### src/rtl/game_timer_pkg.sv
// +----------------------------------------------------------------------+
// | game_timer_pkg : shared constants, state encoding and BCD helper     |
// | Revision       : 1.0                                                 |
// +----------------------------------------------------------------------+
`default_nettype none

package game_timer_pkg;

  localparam int unsigned       BCD_W           = 4;
  localparam logic [BCD_W-1:0]  c_BCD_MAX_DIGIT = 4'd9;
  localparam logic [7:0]        c_DEFAULT_SECS  = 8'h60;
  localparam logic [7:0]        c_WARN_SECS     = 8'h10;

  localparam int unsigned       ST_W            = 2;
  localparam logic [ST_W-1:0]   c_ST_IDLE       = 2'd0;
  localparam logic [ST_W-1:0]   c_ST_RUNNING    = 2'd1;
  localparam logic [ST_W-1:0]   c_ST_PAUSED     = 2'd2;
  localparam logic [ST_W-1:0]   c_ST_EXPIRED    = 2'd3;

  // Saturate each nibble of a {tens, ones} value to a legal BCD digit.
  function automatic logic [7:0] bcd_clamp(input logic [7:0] i_v);
    logic [BCD_W-1:0] l_tens;
    logic [BCD_W-1:0] l_ones;
    l_tens = (i_v[7:4] > c_BCD_MAX_DIGIT) ? c_BCD_MAX_DIGIT : i_v[7:4];
    l_ones = (i_v[3:0] > c_BCD_MAX_DIGIT) ? c_BCD_MAX_DIGIT : i_v[3:0];
    return {l_tens, l_ones};
  endfunction

endpackage

`default_nettype wire

### src/rtl/bcd_dec2.sv
// +----------------------------------------------------------------------+
// | bcd_dec2 : two-digit BCD decrement (saturating at 00) with zero flag |
// | Revision : 1.0                                                       |
// +----------------------------------------------------------------------+
`default_nettype none

module bcd_dec2
  import game_timer_pkg::*;
(
  input  logic [7:0] i_bcd,
  output logic [7:0] o_bcd,
  output logic       o_zero
);

  always_comb begin
    o_bcd = i_bcd;
    if (i_bcd == 8'h00) begin
      o_bcd = 8'h00;
    end else if (i_bcd[3:0] == 4'd0) begin
      o_bcd = {i_bcd[7:4] - 4'd1, c_BCD_MAX_DIGIT};
    end else begin
      o_bcd = {i_bcd[7:4], i_bcd[3:0] - 4'd1};
    end
    o_zero = (o_bcd == 8'h00);
  end

endmodule

`default_nettype wire

### src/rtl/bcd_countdown_timer.sv
// +----------------------------------------------------------------------+
// | bcd_countdown_timer : ms-driven two-digit BCD round timer            |
// | Optional feature    : LOW_TIME_WARN_EN (registered low-time warning) |
// | Revision            : 1.0                                            |
// +----------------------------------------------------------------------+
`default_nettype none

module bcd_countdown_timer
  import game_timer_pkg::*;
#(
  parameter int unsigned MS_PER_SEC   = 1000,
  parameter logic [7:0]  DEFAULT_SECS = c_DEFAULT_SECS
`ifdef LOW_TIME_WARN_EN
  ,
  parameter logic [7:0]  WARN_SECS    = c_WARN_SECS
`endif
)
(
  input  logic       clk,
  input  logic       rst_n,
  input  logic       i_start,
  input  logic       i_stop,
  input  logic       i_pause,
  input  logic [7:0] i_load_bcd,
  input  logic       i_ms_tick,
  output logic       o_tick_en,
  output logic [7:0] o_secs_bcd,
  output logic       o_running,
  output logic       o_time_up,
  output logic       o_warn
);

  localparam logic [9:0] c_MS_LAST = 10'(MS_PER_SEC - 1);

  logic [ST_W-1:0] r_state;
  logic [ST_W-1:0] w_state_nxt;
  logic [9:0]      r_ms_cnt;
  logic [9:0]      w_ms_nxt;
  logic [7:0]      r_secs;
  logic [7:0]      w_secs_nxt;
  logic            r_time_up;
  logic            w_time_up_nxt;

  logic [7:0]      w_load_clamped;
  logic [7:0]      w_load_val;
  logic [7:0]      w_dec_bcd;
  logic            w_dec_zero;
  logic            w_run_act;
  logic            w_start_ok;
  logic            w_sec_wrap;

  bcd_dec2 u_dec (
    .i_bcd  (r_secs),
    .o_bcd  (w_dec_bcd),
    .o_zero (w_dec_zero)
  );

  assign w_load_clamped = bcd_clamp(i_load_bcd);
  assign w_load_val     = (w_load_clamped == 8'h00) ? DEFAULT_SECS : w_load_clamped;
  assign w_run_act      = (r_state == c_ST_RUNNING) && !i_pause;
  assign w_start_ok     = i_start && ((r_state == c_ST_IDLE) || (r_state == c_ST_EXPIRED));
  assign w_sec_wrap     = w_run_act && i_ms_tick && (r_ms_cnt >= c_MS_LAST);

  always_ff @(posedge clk or negedge rst_n) begin
    if (!rst_n) begin
      r_state <= c_ST_IDLE;
    end else begin
      r_state <= w_state_nxt;
    end
  end

  always_comb begin
    w_state_nxt = r_state;
    if (i_stop) begin
      w_state_nxt = c_ST_IDLE;
    end else begin
      case (r_state)
        c_ST_IDLE, c_ST_EXPIRED: begin
          if (i_start) w_state_nxt = c_ST_RUNNING;
        end
        c_ST_RUNNING: begin
          if (i_pause)                       w_state_nxt = c_ST_PAUSED;
          else if (w_sec_wrap && w_dec_zero) w_state_nxt = c_ST_EXPIRED;
        end
        c_ST_PAUSED: begin
          if (!i_pause) w_state_nxt = c_ST_RUNNING;
        end
        default: w_state_nxt = c_ST_IDLE;
      endcase
    end
  end

  always_comb begin
    o_running = (r_state == c_ST_RUNNING) || (r_state == c_ST_PAUSED);
    o_tick_en = w_run_act;
  end

  // Datapath follows the same stop > start > pause > ms_tick priority as the FSM.
  always_comb begin
    w_ms_nxt      = r_ms_cnt;
    w_secs_nxt    = r_secs;
    w_time_up_nxt = 1'b0;
    if (i_stop) begin
      w_ms_nxt = 10'd0;
    end else if (w_start_ok) begin
      w_ms_nxt   = 10'd0;
      w_secs_nxt = w_load_val;
    end else if (w_run_act && i_ms_tick) begin
      if (w_sec_wrap) begin
        w_ms_nxt      = 10'd0;
        w_secs_nxt    = w_dec_bcd;
        w_time_up_nxt = w_dec_zero;
      end else begin
        w_ms_nxt = r_ms_cnt + 10'd1;
      end
    end
  end

  always_ff @(posedge clk or negedge rst_n) begin
    if (!rst_n) begin
      r_ms_cnt  <= 10'd0;
      r_secs    <= 8'h00;
      r_time_up <= 1'b0;
    end else begin
      r_ms_cnt  <= w_ms_nxt;
      r_secs    <= w_secs_nxt;
      r_time_up <= w_time_up_nxt;
    end
  end

  assign o_secs_bcd = r_secs;
  assign o_time_up  = r_time_up;

`ifdef LOW_TIME_WARN_EN
  logic r_warn;
  logic w_running_nxt;

  // Computed from next-cycle values so warn lines up with secs_bcd.
  assign w_running_nxt = (w_state_nxt == c_ST_RUNNING) || (w_state_nxt == c_ST_PAUSED);

  always_ff @(posedge clk or negedge rst_n) begin
    if (!rst_n) begin
      r_warn <= 1'b0;
    end else begin
      r_warn <= w_running_nxt && (w_secs_nxt <= WARN_SECS) && (w_secs_nxt != 8'h00);
    end
  end

  assign o_warn = r_warn;
`else
  assign o_warn = 1'b0;
`endif

endmodule

`default_nettype wire

### config.mk
export PLATFORM = sky130hd
export DESIGN_NAME = bcd_countdown_timer
export DESIGN_NICKNAME = d
export VERILOG_FILES = /design/src/rtl/game_timer_pkg.sv /design/src/rtl/bcd_dec2.sv /design/src/rtl/bcd_countdown_timer.sv
export SDC_FILE = /design/constraint.sdc
export NUM_CORES = 1
export LEC_CHECK = 0
export ABC_AREA = 1
export CAP_MARGIN = 20
export CORE_MARGIN = 2
export CORE_UTILIZATION = 30
export DETAILED_ROUTE_END_ITERATION = 12
export DONT_BUFFER_PORTS = 1
export GPL_TIMING_DRIVEN = 1
export SYNTH_ARGS = -nofsm -noshare
export SYNTH_HDL_FRONTEND = slang
export SYNTH_SLANG_ARGS = --single-unit
### constraint.sdc
create_clock -name clk -period 2.21 [get_ports clk]
set_input_delay 0.5525 -clock clk [delete_from_list [all_inputs] [get_ports clk]]
set_output_delay 0.5525 -clock clk [all_outputs]
set_load 0.02 [all_outputs]
-- After elaboration in Yosys (flattened, before gate mapping)
Index checks and enable logic that the tools add are counted.
- bits in writable memories: 0
- ROM bits: 0
- memories: 0
- latch bits: 0
- word-level logic and storage cells: 58
- flip-flop bits (word level): 21
- bitwise gates (word level): 1
- shift-type cells: 0
- multipliers: 0
- equality and inequality tests: 6
- $lt $le $gt $ge: 3
- mux-type cells: 22
- div/mod/pow operators: 0
- reduce and logical (&&, ||, !) cells: 19
- add/sub/neg operators: 3
- operators with widths (kind ; number):
    $mux 8 ; 6
    $mux 10 ; 4
    $logic_not 8->1 ; 3
    $add 10x1->10 const B ; 1
    $ge 10x10->1 const B ; 1
    $mux 2 ; 5
    $gt 4x4->1 const B ; 2
    $mux 4 ; 2
    $sub 4x1->4 const B ; 2
    $ne 3x3->1 const B ; 2
    $pmux 2 s3 ; 1
    $reduce_and 3->1 ; 2
    $logic_and 1x1->1 ; 5
    $eq 2x2->1 const B ; 2
    $logic_not 4->1 ; 1
    $mux 1 ; 4
    $ne 4x4->1 const B ; 1
    $reduce_bool 2->1 ; 2
    $reduce_bool 3->1 ; 1
    $eq 2x1->1 const B ; 1
    $logic_not 2->1 ; 1
    $logic_or 1x1->1 ; 2
    $reduce_or 2->1 ; 1
    $logic_not 1->1 ; 1
    $not 1->1 ; 1

-- Depth between registers and ports, before layout
- word-level depth: 9
- depth in mapped cells: 15
- depth with buffers taken out: 15

-- By module
From an unflattened synthesis, not the netlist that was laid out.
- cell total of the unflattened synthesis: 244
- area total of the unflattened synthesis: 1657.8 µm²
- by module, submodules not included (module ; instances ; area each (µm²) ; sequential area each (µm²) ; cells an instance):
    bcd_countdown_timer ; 1 ; 1306.3 ; 525.5 ; 177
    bcd_dec2 ; 1 ; 351.6 ; 0.0 ; 67

-- Worst setup path before layout
Ideal clock, no wire load.
- kind: flip-flop to flip-flop
- start: reg r_secs[0], in the netlist o_secs_bcd[0]
- end: reg r_state[0]
- setup time: 0.116 ns
- stages on the path, launching flop included: 14
- arrival time: 1.628 ns
- setup slack: 0.466 ns
- path buffers: 0
- path through: dfrtp_1 > inv_1 > ha_1 > inv_2 > nor2_8 > nand2_4 > nand2_1 > nand3_1 > nor2_1 > nand2_1 > nand2_2 > nand2_2 > nand2_1 > nand2_1
- word-level cells in the longest chain between the ends: 7
- RTL lines (element ; line ; RTL):
    start, declared ; bcd_countdown_timer.sv:39 ; logic [7:0] r_secs;
    start signal, assigned ; bcd_countdown_timer.sv:126 ; r_secs <= w_secs_nxt;
    $sub 4x1->4 / $logic_not 4->1 (equally long branches) ; bcd_dec2.sv:22, bcd_dec2.sv:19 ;
    $mux 8 ; bcd_dec2.sv:19 ; end else if (i_bcd[3:0] == 4'd0) begin
    $mux 8 (*) ; bcd_dec2.sv:17 ; if (i_bcd == 8'h00) begin
    $logic_not 8->1 (*) ; bcd_dec2.sv:24 ; o_zero = (o_bcd == 8'h00);
    $logic_and 1x1->1 (*) ; bcd_countdown_timer.sv:83 ; else if (w_sec_wrap && w_dec_zero) w_state_nxt = c_ST_EXPIRED;
    $ne 4x4->1 (no line) (*) ; -- ;
    $reduce_and 3->1 (no line) (*) ; -- ;
    end signal, assigned ; bcd_countdown_timer.sv:66 ; r_state <= c_ST_IDLE;
    end signal, assigned ; bcd_countdown_timer.sv:68 ; r_state <= w_state_nxt;
    end, declared ; bcd_countdown_timer.sv:35 ; logic [ST_W-1:0] r_state;
Mark *: on every way between the ends. The rest lies on a longest branch, timed or not.
A chain may end at the register's enable or synchronous reset.

-- Worst setup path after layout
Same ends and word-level chain as after synthesis.

==> run summary <==
Layout cell share with drive strength beyond 1 = 13.4%
CTS tree = yes
Inserted Clock Buffers = 3
Area leader, netlist = dfrtp_1
CP max FO = 6
Setup_tns = 0 ns
Routed vias = 1,331
Worst vdd ir = 0.368 mV
Fmax = 523 MHz
Largest net degree at the start of global routing = 22
Max clock buf depth = 2
Worst Path Required = 2.38 ns
Worst Reg-to-Reg Cells = 13
Synth top area share = 34.7%
Post-Syn Area per Cell = 7.25 um^2
Top cells by area, synth = dfrtp_1 (35%), nand2_1 (11%), inv_1 (7.9%)
Pleak = 0.000796 uW
Unrepaired setup endpoints after global routing = false
Post-Synth XOR/XNOR Area = 2.31%
Critical path arrival = 2.08 ns
DR iter-0 viols = 71
Total GRT Usage = 14.1%
Final ANT Viol Nets = 0
Fin. Hold Viols = 0
Most frequent cells in the layout = nand2_1 (45), inv_1 (32), nand3_1 (20), dfrtp_1 (20), o21ai_0 (16)
Fin. max-slew vios = 0
CP cell instances = inv_1 -> ha_1 -> inv_2 -> nor2_8 -> nand2_4 -> nand2_1 -> nand3_1 -> nor2_1 -> nand2_1 -> nand2_2 -> nand2_2 -> nand2_1 -> nand2_1
Crit Path Class = reg -> reg
Clk sink count = 21
Crit path largest cell delay = 0.48 ns
Die width = 75.1 um
Post-CTS Setup Bufs = 0
Initial antenna violation count = 0
Most common cell after layout, fill and taps aside = nand2_1
Starting density of the core = 31.7%
DP HPWL = 2770 um
Sequential fraction of the synthesis area = 34.7%
Placed instance count = 277
RR Endpoint = r_state[0]
Most used cell, CP = nand2_1
Syn Std Cell Area = 0.00152 mm^2
Status = complete, no violations
DIE HEIGHT = 75.1 um
Cell count after synthesis = 209
Startpoint Class = register
Vias per std cell = 4.70
Worst Clk Skew = 0.00755 ns
Final #Nets = 238
FP Rows = 25
Adder-cell share of the synthesized area = 5.78%
GP Congestion = 0.871
Vias in the first global route = 1,291
Fin cells = 283
H-tree depth = 1
Flop-to-flop setup slack = 0.30 ns
First-pass GRT wire length = 6070 um
Synthesized Nets = 230
Worst skew pair latency = 0.27 ns
Yosys warnings = 0
Synth Area in Simple Gates = 33.4%
Pre-Repair DR Iteration Count = 4
# setup viols final = 0
Period utilization = 86.5%
Flops & latches, synth = 21
Wire length per cell = 12.6 um
Worst Setup End Kind = register
Multiplexer share of the synthesized area = 0%
Grt ovf = 0
Final WL = 3560 um
CORE AREA = 0.00479 mm^2
Final min period = 1.91 ns
Area grow syn2layout = 11.6%
I/O Buffers = 0
N_diodes = 0
CP max-delay cell = dfrtp_2
DRC violations left = 0
Root Buffer = clkbuf_8
Die Area = 0.00564 mm^2
Largest family of logic cells by synthesized area = simple AND/OR/NAND/NOR gates
Crit path from = o_secs_bcd[0]
Synth Area in Compound Gates = 13.9%
Ports = 26
CP endpoint = r_state[0]
Fillcell total = 504
PD cells = 1150 mW/mm^2
Hold crit path type = in -> reg
R2r startpoint = o_secs_bcd[0]
Worst-path clk slew = 0.08 ns
Library cells used by synthesis = 33
Max cap viols = 0
worst min path at each step:
stage,depth (start not counted),end,slack (ns),from
floorplan,0,o_secs_bcd[0],0.26,rst_n
global placement,0,r_ms_cnt[6],0.26,rst_n
detailed placement,0,r_ms_cnt[6],0.26,rst_n
CTS,2,o_secs_bcd[5],0.44,i_load_bcd[5]
global route,2,o_secs_bcd[5],0.44,i_load_bcd[5]
finish,2,o_secs_bcd[5],0.45,i_load_bcd[5]
logic make-up (layout without fill, tap and decap cells):
| kind of cell | count (synthesis) | after routing |
|---|---|---|
| simple gates | 103 | 103 |
| fa+ha+maj | 7 | 7 |
| compound gates | 36 | 36 |
| buf+inv | 37 | 44 |
| xor+xnor | 4 | 4 |
| other cells | 1 | 1 |
| flops | 21 | 21 |
area by class of cell:
class	instances	area, um^2	area share, %
Multi-Input combinational cell	151	843	49.9
Sequential cell	21	527	31.2
Inverter	35	131	7.77
Tap cell	67	83.8	4.96
Timing Repair Buffer	5	60.1	3.55
Clock buffer	4	45.0	2.66
metal layers:
layer / GRT usage, % / part of all wire [%] / vias up
li1: - / - / 699
met1: 18.2 / 47 / 597
met2: 23.0 / 46 / 30
met3: 4.55 / 6.1 / 5
met4: 2.98 / 0.65 / 0
met5: 0 / 0 / -
power by group:
| part | total, uW | internal, uW | switching [uW] |
|---|---|---|---|
| combinational | 1000 | 333 | 670 |
| sequential | 669 | 483 | 186 |
| clock | 267 | 129 | 138 |
repair_timing:
item,CTS,global route
setup endpoints to repair,0,2
endpoints found under the hold margin,21,0
hold buffers,1,0
gates resized for setup,0,1
sequential cells by signal, indices dropped and copies added, names as in the netlist:
register / count
r_ms_cnt: 10
o_time_up: 1
o_secs_bcd: 8
r_state: 2
through the flow:
stage	utilization [%]	setup slack [ns]	total power [uW]	cell area, um^2	hold WS (ns)
floorplan	-	0.466	1430	1520	0.257
global placement	33.6	0.303	1650	1610	0.258
detailed placement	33.6	0.252	1660	1610	0.258
CTS	34.7	0.247	1950	1660	0.436
global route	35.3	0.0445	2140	1690	0.441
finish	35.3	0.299	1940	1690	0.445
synthesized netlist by cell type:
library cell	instances
nor2_2	2
a21oi_2	1
nand4_1	1
or2_2	1
o21ai_2	1
nor3_1	6
a211oi_1	1
nor2_8	1
nand2_2	6
a22oi_1	1
nand2_1	45
nand3_2	2
inv_2	3
nand3_1	20
or2_1	1
nor2_1	12
a21oi_1	5
ha_1	7
buf_4	2
dfrtp_1	21
nor4_1	1
conb_1	1
nand2_4	1
nor2_4	1
a31oi_1	2
nand3b_1	1
inv_1	32
a211o_2	1
xor2_1	4
nor3_2	1
nor3b_1	1
o22ai_1	8
o21ai_0	16
critical path, delay by kind of cell (launching register included):
family	cells	cell delay (ns)
adder cells (fa/ha/maj)	1	0.27
AND/OR/NAND/NOR	10	0.81
flip-flops	1	0.48
buffers and inverters	2	0.23
No activity file was read; power rests on OpenSTA's default activity.
